<file path="config.mk">
export PLATFORM = sky130hd
export DESIGN_NAME = instruction_fetch_unit
export DESIGN_NICKNAME = d
export VERILOG_FILES = /design/src/rtl/instruction_fetch_unit_pkg.sv /design/src/rtl/instruction_fetch_unit.sv
export SDC_FILE = /design/constraint.sdc
export NUM_CORES = 1
export LEC_CHECK = 0
export CAP_MARGIN = 30
export CORE_ASPECT_RATIO = 0.7
export CORE_MARGIN = 2
export CORE_UTILIZATION = 25
export CTS_BUF_LIST = sky130_fd_sc_hd__clkbuf_8
export CTS_CLUSTER_SIZE = 12
export DETAILED_ROUTE_END_ITERATION = 16
export PLACE_DENSITY = 0.57
export SLEW_MARGIN = 0
export SYNTH_ARGS = -nofsm -noshare
export SYNTH_HDL_FRONTEND = slang
export SYNTH_SLANG_ARGS = --single-unit
</file>
<file path="constraint.sdc">
create_clock -name Clock -period 8.83 [get_ports Clock]
set_input_delay 1.766 -clock Clock [delete_from_list [all_inputs] [get_ports Clock]]
set_output_delay 1.766 -clock Clock [all_outputs]
set_load 0.03 [all_outputs]
</file>
<file path="src/rtl/instruction_fetch_unit_pkg.sv">
// rtl/instruction_fetch_unit_pkg.sv - shared fetch FSM encoding, depth default and range helper
package instruction_fetch_unit_pkg;

  localparam int unsigned IFU_DEPTH = 32;

  typedef enum logic [1:0] {
    ST_IDLE  = 2'd0,
    ST_RUN   = 2'd1,
    ST_DRAIN = 2'd2,
    ST_HALT  = 2'd3
  } ifu_state_e;

  function automatic logic in_range(input logic [31:0] addr, input logic [31:0] depth);
    return addr < depth;
  endfunction

endpackage

</file>
<file path="src/rtl/instruction_fetch_unit.sv">
// rtl/instruction_fetch_unit.sv - word-indexed instruction fetcher with ready/valid output register
module instruction_fetch_unit
  import instruction_fetch_unit_pkg::*;
#(
  parameter int unsigned DEPTH    = IFU_DEPTH,
  parameter logic [31:0] RESET_PC = 32'd0
) (
  input  logic        Clock,
  input  logic        Reset_n,
  input  logic        Start,
  input  logic [31:0] StartAddress,
  output logic [31:0] ReadAddress,
  input  logic [31:0] Instruction,
  output logic        InstrValid,
  input  logic        InstrReady,
  output logic [31:0] InstrOut,
  output logic [31:0] InstrPC,
  input  logic        Redirect,
  input  logic [31:0] RedirectAddress,
  output logic        Halted,
  output logic [31:0] FetchCount
);

  localparam logic [31:0] DEPTH_W = 32'(DEPTH);

  ifu_state_e  state_q, state_d;
  logic [31:0] pc_q, pc_d;
  logic        valid_q, valid_d;
  logic [31:0] out_q, out_d;
  logic [31:0] ipc_q, ipc_d;
  logic [31:0] count_q, count_d;
  logic        transfer;
  logic        reg_free;
  logic [31:0] pc_inc;

  assign transfer = valid_q & InstrReady;
  assign reg_free = ~valid_q | transfer;
  // pc_q < DEPTH whenever RUN captures, so this increment cannot wrap
  assign pc_inc   = pc_q + 32'd1;

  always_comb begin
    state_d = state_q;
    pc_d    = pc_q;
    valid_d = valid_q;
    out_d   = out_q;
    ipc_d   = ipc_q;
    count_d = count_q;

    if (transfer && (count_q != 32'hFFFF_FFFF)) begin
      count_d = count_q + 32'd1;
    end

    case (state_q)
      ST_IDLE, ST_HALT: begin
        if (Start) begin
          pc_d    = StartAddress;
          valid_d = 1'b0;
          count_d = 32'd0;
          state_d = in_range(StartAddress, DEPTH_W) ? ST_RUN : ST_HALT;
        end
      end
      ST_RUN, ST_DRAIN: begin
        if (Redirect) begin
          // flush beats capture; a same-cycle transfer is still counted above
          valid_d = 1'b0;
          pc_d    = RedirectAddress;
          state_d = in_range(RedirectAddress, DEPTH_W) ? ST_RUN : ST_HALT;
        end else if (state_q == ST_RUN) begin
          if (reg_free) begin
            out_d   = Instruction;
            ipc_d   = pc_q;
            valid_d = 1'b1;
            pc_d    = pc_inc;
            if (pc_inc == DEPTH_W) begin
              state_d = ST_DRAIN;
            end
          end
        end else if (transfer) begin
          valid_d = 1'b0;
          state_d = ST_HALT;
        end
      end
      default: state_d = ST_IDLE;
    endcase
  end

  always_ff @(posedge Clock or negedge Reset_n) begin
    if (!Reset_n) begin
      state_q <= ST_IDLE;
      pc_q    <= RESET_PC;
      valid_q <= 1'b0;
      out_q   <= 32'd0;
      ipc_q   <= 32'd0;
      count_q <= 32'd0;
    end else begin
      state_q <= state_d;
      pc_q    <= pc_d;
      valid_q <= valid_d;
      out_q   <= out_d;
      ipc_q   <= ipc_d;
      count_q <= count_d;
    end
  end

  assign ReadAddress = pc_q;
  assign InstrValid  = valid_q;
  assign InstrOut    = out_q;
  assign InstrPC     = ipc_q;
  assign Halted      = (state_q == ST_HALT);
  assign FetchCount  = count_q;

endmodule

</file>
# Yosys cells after proc, flatten, opt, wreduce, memory -nomap -nowiden
# Cells that the tools add are included.
dict set report word_totals {
  regBits 131
  inputBits 101
  out_inout_bits 130
}
dict set report classes {
  addsub 2
  n_lt_le_gt_ge 2
  eq_ne 11
  muxes 23
  n_bitwise 4
  n_reduce_logical 8
}
# cell count
set op_table {}
lappend op_table {{$mux 32} 7}
lappend op_table {{$add 32x1->32 const B} 2}
lappend op_table {{$lt 32x6->1 const B} 2}
lappend op_table {{$pmux 32 s2} 1}
lappend op_table {{$eq 32x6->1 const B} 1}
lappend op_table {{$ne 32x32->1 const B} 1}
lappend op_table {{$mux 2} 8}
lappend op_table {{$ne 4x4->1 const B} 3}
lappend op_table {{$reduce_and 4->1} 2}
lappend op_table {{$ne 3x3->1 const B} 2}
lappend op_table {{$reduce_and 3->1} 2}
lappend op_table {{$mux 1} 5}
lappend op_table {{$eq 2x2->1 const B} 2}
lappend op_table {{$pmux 2 s2} 1}
lappend op_table {{$reduce_or 2->1} 2}
lappend op_table {{$eq 2x1->1 const B} 1}
lappend op_table {{$logic_not 2->1} 1}
lappend op_table {{$ne 2x2->1 const B} 1}
lappend op_table {{$not 1->1} 2}
lappend op_table {{$pmux 1 s2} 1}
lappend op_table {{$and 1x1->1} 1}
lappend op_table {{$logic_and 1x1->1} 1}
lappend op_table {{$or 1x1->1} 1}

# Depth between registers and ports, before layout
dict set report logic_depth {
  ltp_word 7
  mapped_depth 9
  ltp_nobuf 8
}

# Worst setup path before layout
# OpenSTA, ideal clock, no wires.
dict set report synth_timing {
  path_kind {reg2reg}
  start {reg pc_q[0], in the netlist ReadAddress[0]}
  end {reg state_q[1]}
  arrival_ns 3.038
  required_ns 8.697
  slack_ns 5.659
  stages_incl_launch_ff 9
  n_path_buf 0
  synth_period_minus_slack_ns 3.171
  cell_sequence {dfrtp_1 -> ha_1 -> nand4_1 -> nor4_1 -> xor2_1 -> or4_1 -> or4_4 -> o311ai_1 -> nand3b_1}
}
dict set report synth_between {
  elab_chain_len 4
}
# element line_no
set synth_lines {}
lappend synth_lines {{from (decl)} instruction_fetch_unit.sv:27} ;# logic [31:0] pc_q, pc_d;
lappend synth_lines {{from (signal assigned)} instruction_fetch_unit.sv:97} ;# pc_q <= pc_d;
lappend synth_lines {{$add 32x1->32} instruction_fetch_unit.sv:39} ;# assign pc_inc = pc_q + 32'd1;
lappend synth_lines {{$eq 32x6->1} instruction_fetch_unit.sv:74} ;# if (pc_inc == DEPTH_W) begin
lappend synth_lines {{$ne 4x4->1 (no line)} --}
lappend synth_lines {{$reduce_and 4->1 (no line)} --}
lappend synth_lines {{to (signal assigned)} instruction_fetch_unit.sv:96} ;# state_q <= state_d;
lappend synth_lines {{to (decl)} instruction_fetch_unit.sv:26} ;# ifu_state_e state_q, state_d;
# No other way between the ends.
# A chain may end at the register's enable or synchronous reset.

# Worst setup path in the final report
dict set report layout_timing {
  start {in Redirect}
  end {reg pc_q[0], in the netlist ReadAddress[0]}
}
dict set report layout_between {
  elab_chain_len 2
  elab_cells_between_ends 5
}
# element line_no
set layout_lines {}
lappend layout_lines {{from (decl)} instruction_fetch_unit.sv:18} ;# input logic Redirect,
lappend layout_lines {{$ne 3x3->1 (no line) or $mux 32 (tied branches)} --}
lappend layout_lines {{$reduce_and 3->1 (no line) or $pmux 32 s2 (tied branches)} --}
# Several ways; a longest one is shown, not always the timed one.

==> results.tsv <==
metric	value	unit
status	finished clean	
worst_setup_path_end_kind	flip-flop	
clock_power_share	15.6	%
die_x	206	um
synthMuxAreaShare	12.2	%
totalNegativeSetupSlack	0	ns
p_comb_share	52.1	%
cts-buffers-inserted	17	
pwr_density_cell	345	mW/mm^2
grt_max_degree	68	
viasPerCell	4.82	
period_needed	3.73	ns
max-slew-margin-rel	41.6	%
die-height	146	um
hp-class	reg -> reg	
grt_pass1_vias	6075	
p_int	1940	uW
area_growth	43.4	%
cts_tree	built	
synthSimpleGateAreaFrac	19.2	%
synth_top_family_by_area	simple AND/OR/NAND/NOR gates	
n_antenna_cell	0	
drc	0	
io_pins	231	
avgSynthCellArea	9.84	um^2
max_freq	268	MHz
final_cells	1317	
crit_required	9.16	ns
power.switching	1610	uW
nets	1040	
cts_max_path_buffers	2	
ir_drop	0.000188	V
worstPathArrival	4.06	ns
syn_nets	835	
post-route-period-util	42.2	%
rows	51	
ys_seq_area_share	45.8	%
ys.warnings.count	0	
path_class	in -> reg	
final_cell_mix	229 x clkdlybuf4s50_1, 131 x dfrtp_1, 63 x nor2_1	
routabilityCongestion	0.827	
finish.utilization	36.7	%
crit_path_start_kind	input port	
drtPass1Iterations	6	
portBuffers	230	
dp_hpwl	17900	um
rsz0062_at_grt	no	
grt_pass1_wl	37100	um
leakagePower	0.00408	uW
synth_cell_types	55	
wirelength	24000	um
final_common_cell	clkdlybuf4s50_1	
ys_ff_latch	131	
drt_iter0_drc	420	
design.die.area	0.0300	mm^2
hold_violations	0	
cp_max_fo	40	
yosys.area_share.adder	1.05	%
htree_num_levels	4	
cts_root_buf	clkbuf_8	
clk_pin_slew	0.07	ns
placed_cells	1284	
syn_inst	728	
slew_violations	0	
worst_slew_pin_slew	0.868	ns
initial_core_util	25.6	%
async_flop_share	100	%
clk_latency	0.45	ns
cts-resized-gates	0	
hold_buffers	0	
ys.flop_type	dfrtp_1	
sw_frac_of_total	45.4	%
wl_per_cell	18.3	um
drv_cap	0	
ant_nets	0	
clock_sinks	131	
grtUsageTotal	16.1	%
setup_viol	0	
core	0.0280	mm^2
vias	6351	
grt_remaining_overflow	0	
synth_edf_count	0	
p_seq_share	32.3	%
grt_antenna_before_repair	0	
syn_area	0.00716	mm^2
finClkSkew	0.0157	ns
synth_xor_xnor_area_share	6.72	%
drive_gt1_share	12.1	%
cts_setup_buffers	0	
synth_compound_area_share	11.2	%
kinds of logic (layout without fill, tap and decap cells):
kind of cell	Yosys count	after routing
DFF	131	131
xor gates and xnor gates	55	55
adders and majority gates	6	6
buffers and inverters	68	286
muxes	80	80
and+or+nand+nor	266	266
AOI/OAI and AO/OA	122	122
cells in the mapped netlist, types with 18 or more instances:
cell type    n  area (um^2)
xnor2_1     29          254
xor2_1      26          228
nand3_1     29          145
nor2_1      64          240
o211ai_1    18          135
mux2_2      61          687
mux2i_1     19          190
clkbuf_1    43          161
nor4_1      20          125
o21ai_0     25          125
dfrtp_1    131         3280
nand2_1     58          218
a21oi_1     34          170
nand4_1     25          156
sequential cells by signal (all words and copies together) (netlist names):
| register | flops |
|---|---|
| InstrPC | 32 |
| state_q | 2 |
| InstrValid | 1 |
| FetchCount | 32 |
| ReadAddress | 32 |
| InstrOut | 32 |
worst max-delay path, cell delays in order:
cell and delay (ns):
clkdlybuf4s50_1 0.46, buf_4 0.35, a211oi_1 0.17, nor2_4 0.41, buf_4 0.47, mux2_2 0.38
per-stage QoR:
| stage | cell area, um^2 | worst slack (ns) | hold WS, ns | power (uW) |
|---|---|---|---|---|
| after floorplan | 7160 | 5.66 | 0.523 | 2240 |
| after global placement | 9800 | 4.67 | 0.464 | 2990 |
| after detailed placement | 9820 | 4.67 | 0.470 | 3010 |
| after CTS | 10200 | 5.15 | 0.490 | 3590 |
| after global routing | 10300 | 5.03 | 0.519 | 3780 |
| final | 10300 | 5.10 | 0.485 | 3550 |
metal layers:
metal / GRT usage (%) / up-vias / routed length (um)
met5: 0 / - / 0
met1: 23.9 / 3091 / 11900
li1: - / 3035 / -
met3: 5.11 / 8 / 1890
met4: 3.21 / 0 / 151
met2: 22.7 / 217 / 10100
layout make-up:
type	count	area (um^2)
fill	2836	17700
sequential	131	3280
clock buffer	19	262
tap	371	464
clock inverter	13	159
timing repair buffer	241	2430
multi-input combinational	529	3630
inverter	13	48.8
power by group through the flow:
| stage | Sequential (uW) | Clock (uW) | Combinational [uW] |
|---|---|---|---|
| 2_1_floorplan | 1460 | 0 | 776 |
| 3_3_place_gp | 1150 | 0 | 1840 |
| 3_5_place_dp | 1160 | 0 | 1850 |
| 4_1_cts | 1150 | 586 | 1860 |
| 5_1_grt | 1190 | 608 | 1980 |
| 6_report | 1140 | 555 | 1850 |
worst paths after layout:
check,endpoint,depth (start not counted),from,slack (ns)
setup / recovery,ReadAddress[0],6,Redirect,5.10
hold / removal,InstrPC[9],2,InstrPC[9],0.48
setup reg to reg,state_q[1],9,ReadAddress[0],5.40
hold reg to reg,InstrPC[9],2,InstrPC[9],0.48
max in group asynchronous,ReadAddress[8],3,Reset_n,6.55
min in group asynchronous,FetchCount[24],1,Reset_n,1.29
No activity file was read; power rests on OpenSTA's default activity.
